$ cat src/rtl/reveal_ctrl.sv
// reveal_ctrl: reveal/flag game engine behind board; a nonzero reveal is busy 3 cycles, each flooded cell adds 3 (+8 if zero).
// Commands are dropped, never queued, unless IDLE + PLAY + board_ready; flood stack/NBR exist only with REVEAL_FLOOD_EN.
module reveal_ctrl #(
   parameter int x_size       = 16,
   parameter int y_size       = 16,
   parameter int x_coord_bits = 4,
   parameter int y_coord_bits = 4
) (
   input  logic                               clk,
   input  logic                               reset,
   input  logic                               board_ready,
   input  logic [4:0]                         cell_val,
   input  logic [x_coord_bits+y_coord_bits:0] num_non_mines,
   input  logic [x_coord_bits-1:0]            cursor_x,
   input  logic [y_coord_bits-1:0]            cursor_y,
   input  logic                               btn_reveal,
   input  logic                               btn_flag,
   output logic [x_coord_bits-1:0]            board_x,
   output logic [y_coord_bits-1:0]            board_y,
   input  logic [x_coord_bits-1:0]            q_x,
   input  logic [y_coord_bits-1:0]            q_y,
   output logic [1:0]                         q_state,
   output logic [1:0]                         game_state,
   output logic                               busy,
   output logic [x_coord_bits+y_coord_bits:0] revealed_count,
   output logic [x_coord_bits+y_coord_bits:0] flag_count
);
   localparam int XB    = x_coord_bits;
   localparam int YB    = y_coord_bits;
   localparam int N     = XB + YB + 1;
   localparam int CELLS = x_size * y_size;
   localparam int IDX_W = (CELLS > 1) ? $clog2(CELLS) : 1;

   localparam logic [1:0] C_HIDDEN   = 2'b00;
   localparam logic [1:0] C_REVEALED = 2'b01;
   localparam logic [1:0] C_FLAGGED  = 2'b10;

   localparam logic [1:0] G_PLAY = 2'b00;
   localparam logic [1:0] G_WON  = 2'b01;
   localparam logic [1:0] G_LOST = 2'b10;

   typedef enum logic [2:0] {
      ST_IDLE = 3'd0,
      ST_WAIT = 3'd1,
      ST_EVAL = 3'd2,
`ifdef REVEAL_FLOOD_EN
      ST_NBR  = 3'd4,
`endif
      ST_POP  = 3'd3
   } state_t;

   state_t            state_q, state_d;
   logic [1:0]        cells_q [CELLS];
   logic [1:0]        cells_d [CELLS];
   logic [XB-1:0]     board_x_q, board_x_d;
   logic [YB-1:0]     board_y_q, board_y_d;
   logic [1:0]        q_state_q, q_state_d;
   logic [N-1:0]      rev_cnt_q, rev_cnt_d;
   logic [N-1:0]      flag_cnt_q, flag_cnt_d;
   logic [1:0]        game_q, game_d;
   logic              cmd_ok;
   logic [IDX_W-1:0]  cur_idx;
   logic [1:0]        cur_cell;

`ifdef REVEAL_FLOOD_EN
   logic [2:0]        nbr_q, nbr_d;
   logic [IDX_W-1:0]  sp_q, sp_d;
   logic [XB-1:0]     stk_x_q [CELLS];
   logic [XB-1:0]     stk_x_d [CELLS];
   logic [YB-1:0]     stk_y_q [CELLS];
   logic [YB-1:0]     stk_y_d [CELLS];
   int                nbr_dx, nbr_dy, nbr_xi, nbr_yi;
   logic              nbr_in;
   logic [IDX_W-1:0]  nbr_idx;
`endif

   function automatic logic [IDX_W-1:0] cell_idx(input logic [XB-1:0] x, input logic [YB-1:0] y);
      return IDX_W'(int'(y) * x_size + int'(x));
   endfunction

   assign cmd_ok = (state_q == ST_IDLE) && (game_q == G_PLAY) && board_ready;

   always_comb begin
      state_d    = state_q;
      cells_d    = cells_q;
      board_x_d  = board_x_q;
      board_y_d  = board_y_q;
      rev_cnt_d  = rev_cnt_q;
      flag_cnt_d = flag_cnt_q;
      game_d     = game_q;
      cur_idx    = cell_idx(cursor_x, cursor_y);
      cur_cell   = cells_q[cur_idx];
`ifdef REVEAL_FLOOD_EN
      nbr_d      = nbr_q;
      sp_d       = sp_q;
      stk_x_d    = stk_x_q;
      stk_y_d    = stk_y_q;
      nbr_dx     = 0;
      nbr_dy     = 0;
      nbr_xi     = 0;
      nbr_yi     = 0;
      nbr_in     = 1'b0;
      nbr_idx    = '0;
`endif

      case (state_q)
         ST_IDLE: begin
            // Reveal has priority; a simultaneous flag is discarded.
            if (cmd_ok && btn_reveal) begin
               if (cur_cell == C_HIDDEN) begin
                  cells_d[cur_idx] = C_REVEALED;
                  rev_cnt_d        = rev_cnt_q + N'(1);
                  board_x_d        = cursor_x;
                  board_y_d        = cursor_y;
                  state_d          = ST_WAIT;
               end
            end else if (cmd_ok && btn_flag) begin
               if (cur_cell == C_HIDDEN) begin
                  cells_d[cur_idx] = C_FLAGGED;
                  flag_cnt_d       = flag_cnt_q + N'(1);
               end else if (cur_cell == C_FLAGGED) begin
                  cells_d[cur_idx] = C_HIDDEN;
                  flag_cnt_d       = flag_cnt_q - N'(1);
               end
            end
         end
         ST_WAIT: state_d = ST_EVAL;
         ST_EVAL: begin
            if (cell_val[4]) begin
               game_d  = G_LOST;
               state_d = ST_IDLE;
            end else if (cell_val != 5'd0) begin
               state_d = ST_POP;
            end else begin
`ifdef REVEAL_FLOOD_EN
               nbr_d   = 3'd0;
               state_d = ST_NBR;
`else
               state_d = ST_IDLE;
`endif
            end
         end
`ifdef REVEAL_FLOOD_EN
         ST_NBR: begin
            case (nbr_q)
               3'd0:    begin nbr_dx =  0; nbr_dy = -1; end
               3'd1:    begin nbr_dx =  0; nbr_dy =  1; end
               3'd2:    begin nbr_dx = -1; nbr_dy =  0; end
               3'd3:    begin nbr_dx =  1; nbr_dy =  0; end
               3'd4:    begin nbr_dx = -1; nbr_dy = -1; end
               3'd5:    begin nbr_dx =  1; nbr_dy = -1; end
               3'd6:    begin nbr_dx = -1; nbr_dy =  1; end
               default: begin nbr_dx =  1; nbr_dy =  1; end
            endcase
            // Signed integer compares so edge cells never wrap to the far side.
            nbr_xi = int'(board_x_q) + nbr_dx;
            nbr_yi = int'(board_y_q) + nbr_dy;
            nbr_in = (nbr_xi >= 0) && (nbr_xi < x_size) && (nbr_yi >= 0) && (nbr_yi < y_size);
            if (nbr_in) begin
               nbr_idx = cell_idx(XB'(nbr_xi), YB'(nbr_yi));
               if (cells_q[nbr_idx] == C_HIDDEN) begin
                  cells_d[nbr_idx] = C_REVEALED;
                  rev_cnt_d        = rev_cnt_q + N'(1);
                  stk_x_d[sp_q]    = XB'(nbr_xi);
                  stk_y_d[sp_q]    = YB'(nbr_yi);
                  sp_d             = sp_q + IDX_W'(1);
               end
            end
            nbr_d = nbr_q + 3'd1;
            if (nbr_q == 3'd7) state_d = ST_POP;
         end
`endif
         ST_POP: begin
`ifdef REVEAL_FLOOD_EN
            if (sp_q == '0) begin
               state_d = ST_IDLE;
            end else begin
               sp_d      = sp_q - IDX_W'(1);
               board_x_d = stk_x_q[sp_q - IDX_W'(1)];
               board_y_d = stk_y_q[sp_q - IDX_W'(1)];
               state_d   = ST_WAIT;
            end
`else
            state_d = ST_IDLE;
`endif
         end
         default: state_d = ST_IDLE;
      endcase

      if ((state_d == ST_IDLE) && (state_q != ST_IDLE) && (game_d == G_PLAY) &&
          (rev_cnt_d == num_non_mines))
         game_d = G_WON;

      q_state_d = cells_d[cell_idx(q_x, q_y)];
   end

   always_ff @(posedge clk or posedge reset) begin
      if (reset) begin
         state_q    <= ST_IDLE;
         for (int i = 0; i < CELLS; i++) cells_q[i] <= C_HIDDEN;
         board_x_q  <= '0;
         board_y_q  <= '0;
         q_state_q  <= C_HIDDEN;
         rev_cnt_q  <= '0;
         flag_cnt_q <= '0;
         game_q     <= G_PLAY;
      end else begin
         state_q    <= state_d;
         cells_q    <= cells_d;
         board_x_q  <= board_x_d;
         board_y_q  <= board_y_d;
         q_state_q  <= q_state_d;
         rev_cnt_q  <= rev_cnt_d;
         flag_cnt_q <= flag_cnt_d;
         game_q     <= game_d;
      end
   end

`ifdef REVEAL_FLOOD_EN
   always_ff @(posedge clk or posedge reset) begin
      if (reset) begin
         nbr_q <= '0;
         sp_q  <= '0;
         for (int i = 0; i < CELLS; i++) begin
            stk_x_q[i] <= '0;
            stk_y_q[i] <= '0;
         end
      end else begin
         nbr_q   <= nbr_d;
         sp_q    <= sp_d;
         stk_x_q <= stk_x_d;
         stk_y_q <= stk_y_d;
      end
   end
`endif

   assign board_x        = board_x_q;
   assign board_y        = board_y_q;
   assign q_state        = q_state_q;
   assign game_state     = game_q;
   assign busy           = (state_q != ST_IDLE);
   assign revealed_count = rev_cnt_q;
   assign flag_count     = flag_cnt_q;

endmodule

$ cat config.mk
export PLATFORM = sky130hd
export DESIGN_NAME = reveal_ctrl
export DESIGN_NICKNAME = d
export VERILOG_FILES = /design/src/rtl/reveal_ctrl.sv
export SDC_FILE = /design/constraint.sdc
export NUM_CORES = 2
export LEC_CHECK = 0
export ABC_AREA = 1
export BUFFER_PORTS_ARGS = -buffer_cell sky130_fd_sc_hd__buf_2
export CORE_AREA = 3 3 262 328
export DETAILED_ROUTE_END_ITERATION = 7
export DIE_AREA = 0 0 265 331
export REMOVE_ABC_BUFFERS = 1
export SLEW_MARGIN = 0
export SYNTH_ARGS = -nofsm -noshare
export SYNTH_HDL_FRONTEND = slang
export SYNTH_SLANG_ARGS = --single-unit
$ cat constraint.sdc
create_clock -name clk -period 25.5 [get_ports clk]
set_clock_uncertainty 0.2 [all_clocks]
set_input_delay 3.825 -clock clk [delete_from_list [all_inputs] [get_ports clk]]
set_output_delay 3.825 -clock clk [all_outputs]
set_load 0.02 [all_outputs]
==> impl_metrics.json <==
{
  "dieArea_um2": 87700,
  "power.internal_mw": 1.74,
  "maxCapViolCount": 1,
  "dpl.hpwl_um": 95500,
  "wl_per_cell_um": 24.0,
  "finalCritPeriodShare_pct": 44.9,
  "port_buffers": 65,
  "startpoint": "cursor_x[0]",
  "async_reset_ff_share_pct": 100,
  "endpoint_kind": "flop",
  "reg2reg_depth": 31,
  "fin_util_pct": 48.5,
  "met2_usage_pct": 58.0,
  "gp_congestion": 0.977,
  "track_usage_pct": 37.1,
  "hp-class": "reg2reg",
  "avgSynthCellArea_um2": 6.25,
  "slew_headroom_pct": 0.168,
  "synth_top_cell_by_area": "dfrtp_1",
  "core_region_area_um2": 83000,
  "rsz0062_at_grt": "no",
  "clockBufferDepth": 3,
  "worst-slew-pin-transition_ns": 1.49,
  "status": "complete, but fails checks",
  "yosysSeqAreaShare_pct": 36.6,
  "fillers": 8725,
  "top_usage_layer": "met2",
  "nets": 5795,
  "die_h_um": 331,
  "gr-usage-met3_pct": 9.34,
  "vdd.ir_drop.worst_mv": 0.0431,
  "post-cts-setup-buffers": 0,
  "drt_iter0_markers": 4917,
  "max_freq_ghz": 0.0874,
  "cp_data_required_time_ns": 25.89,
  "ant_nets": 0,
  "crit_path_start_kind": "primary input",
  "final_cell_mix": "nand2_1 (2,021), nand3_1 (995), nor2_1 (545), dfrtp_1 (545), inv_1 (501)",
  "ys_warn_count": 0,
  "area_delta_synth_final_pct": 8.12,
  "ios": 66,
  "routed_wl_um": 165000,
  "ys_ff_latch": 545,
  "hold_viol_final": 0,
  "cp_slowest_cell": "nand2_1",
  "drt_first_pass_iters": 8,
  "p_sw_share_pct": 35.3,
  "grt-ovfl-total": 0,
  "placementRows": 118,
  "netlist.area_leader.share_pct": 36.6,
  "cp_max_fo": 75,
  "hp-start": "cells_q[48]$_DFF_PP0_",
  "grt_use_met1_pct": 45.4,
  "violations": "max-capacitance violations",
  "r2r-start": "cells_q[309]$_DFF_PP0_",
  "synthCells": 5957,
  "min_path_cells": 2,
  "cts_hold_buf": 0,
  "synth_area_leaders": "dfrtp_1 (37%), nand2_1 (20%), nand3_1 (13%)",
  "clock_power_share_pct": 37.6,
  "antenna_found_initial": 8,
  "cts_tree": "built",
  "initial_core_util_pct": 44.9,
  "grt_pass1_wl_um": 247000,
  "vias": 41615,
  "cts_buffers": 66,
  "synth_edf_count": 0,
  "die-width_um": 265,
  "slew_viol_final": 0,
  "drive_gt1_share_pct": 5.16,
  "cellPowerDensity_nw_per_um2": 66.9,
  "cts_max_level": 3,
  "finalSetupViolCount": 0,
  "cts.sinks": 545,
  "critPathMostFrequentCell": "nand2_1",
  "p_seq_share_pct": 38.3,
  "fin_crit_ns": 11.45,
  "clkLatencyLatePin_ns": 0.65,
  "grt_max_degree": 192,
  "vias_per_cell": 6.05,
  "route.detailed.drc": 0,
  "path_class": "in2reg",
  "placed_area_um2": 38000,
  "p_leak_nw": 21.6,
  "ys_types": 35,
  "clk_pin_slew_ns": 0.07,
  "syn_area_um2": 37300,
  "switching_power_mw": 0.950,
  "slowest_delay_ns": 0.82,
  "combPwrFrac_pct": 24.2,
  "arrival_ns": 11.83,
  "fin_area_um2": 40300,
  "ctsResizeCount": 0,
  "synth_ff_type": "dfrtp_1",
  "grt_pass1_vias": 39308,
  "cts_root_buf": "clkbuf_16",
  "final_common_cell": "nand2_1"
}
[flip-flops by register name, indices dropped and copies added, names as in the netlist]
signal          flops
cells_q           512
flag_count          9
revealed_count      9
board_x             4
board_y             4
state_q             3
game_state          2
q_state             2
[critical path: cells and delay by family]
family / cells / cell delay, ns
AND/OR/NAND/NOR: 25 / 3.56
buffers and inverters: 9 / 4.15
[worst paths after layout]
check	slack (ns)	to
setup / recovery	14.05	q_state[1]$_DFF_PP0_
hold / removal	0.27	cells_q[48]$_DFF_PP0_
setup reg to reg	18.72	q_state[1]$_DFF_PP0_
hold reg to reg	0.27	cells_q[48]$_DFF_PP0_
max in group asynchronous	18.38	cells_q[22]$_DFF_PP0_
min in group asynchronous	3.08	cells_q[373]$_DFF_PP0_
[Yosys cell counts, types with 4 or more instances]
| master | count |
|---|---|
| inv_2 | 7 |
| nand3_1 | 995 |
| xnor2_1 | 7 |
| a21oi_1 | 192 |
| nor2_1 | 551 |
| dfrtp_1 | 545 |
| o31ai_1 | 9 |
| clkbuf_1 | 225 |
| o21bai_1 | 27 |
| nand4_1 | 40 |
| buf_2 | 86 |
| buf_4 | 24 |
| a21boi_0 | 4 |
| buf_1 | 95 |
| xor2_1 | 16 |
| nand2_1 | 2022 |
| o21ai_0 | 223 |
| o211ai_1 | 74 |
| a31oi_1 | 161 |
| clkinv_1 | 11 |
| nand3b_1 | 4 |
| inv_1 | 512 |
| o21ai_1 | 99 |
| ha_1 | 8 |
[cell families (layout without fill, tap and decap cells)]
logic type	after synthesis	in the layout	share of synthesized area, %
other cells	1	4	0.0101
xor+xnor	23	23	0.541
simple gates	3627	3627	40.3
flops	545	545	36.6
compound gates	792	792	12.0
buf+inv	960	802	10.2
fa+ha+maj	9	9	0.322
[layout make-up]
| type | count | area [µm²] | share of cell area (%) |
|---|---|---|---|
| Clock buffer | 104 | 2120 | 5.27 |
| Sequential cell | 545 | 13600 | 33.9 |
| Antenna cell | 3 | 7.51 | 0.0186 |
| Tap cell | 1080 | 1350 | 3.35 |
| Timing Repair Buffer | 156 | 1130 | 2.80 |
| Clock inverter | 12 | 139 | 0.345 |
| Inverter | 530 | 2030 | 5.04 |
| Multi-Input combinational cell | 4452 | 19900 | 49.3 |
[per-stage QoR]
| step | hold slack (ns) | total power [mW] | cells | setup slack [ns] | setup TNS (ns) |
|---|---|---|---|---|---|
| floorplan | 0.238 | 1.46 | 5527 | -5.99 | -384.74 |
| global placement | 0.247 | 1.67 | 6763 | 13.86 | 0 |
| detailed placement | 0.255 | 1.68 | 6763 | 13.76 | 0 |
| CTS | 0.266 | 2.68 | 6879 | 14.39 | 0 |
| global route | 0.283 | 2.81 | 6880 | 13.75 | 0 |
| finish | 0.267 | 2.69 | 6882 | 14.05 | 0 |
[power by group through the flow]
stage	Clock, mW	Combinational [mW]	Sequential, mW
6_report	1.01	0.651	1.03
5_1_grt	1.05	0.718	1.04
4_1_cts	1.02	0.639	1.03
3_5_place_dp	0	0.637	1.04
3_3_place_gp	0	0.629	1.04
2_1_floorplan	0	0.412	1.05
[metal layers]
metal	share of wire, %	wire length [µm]	vias up
met5	0.025	41	-
met4	7.6	12500	6
met3	11	18900	661
met2	44	72000	2485
met1	37	61500	19602
li1	-	-	18861
(Power assumes the default switching activity.)
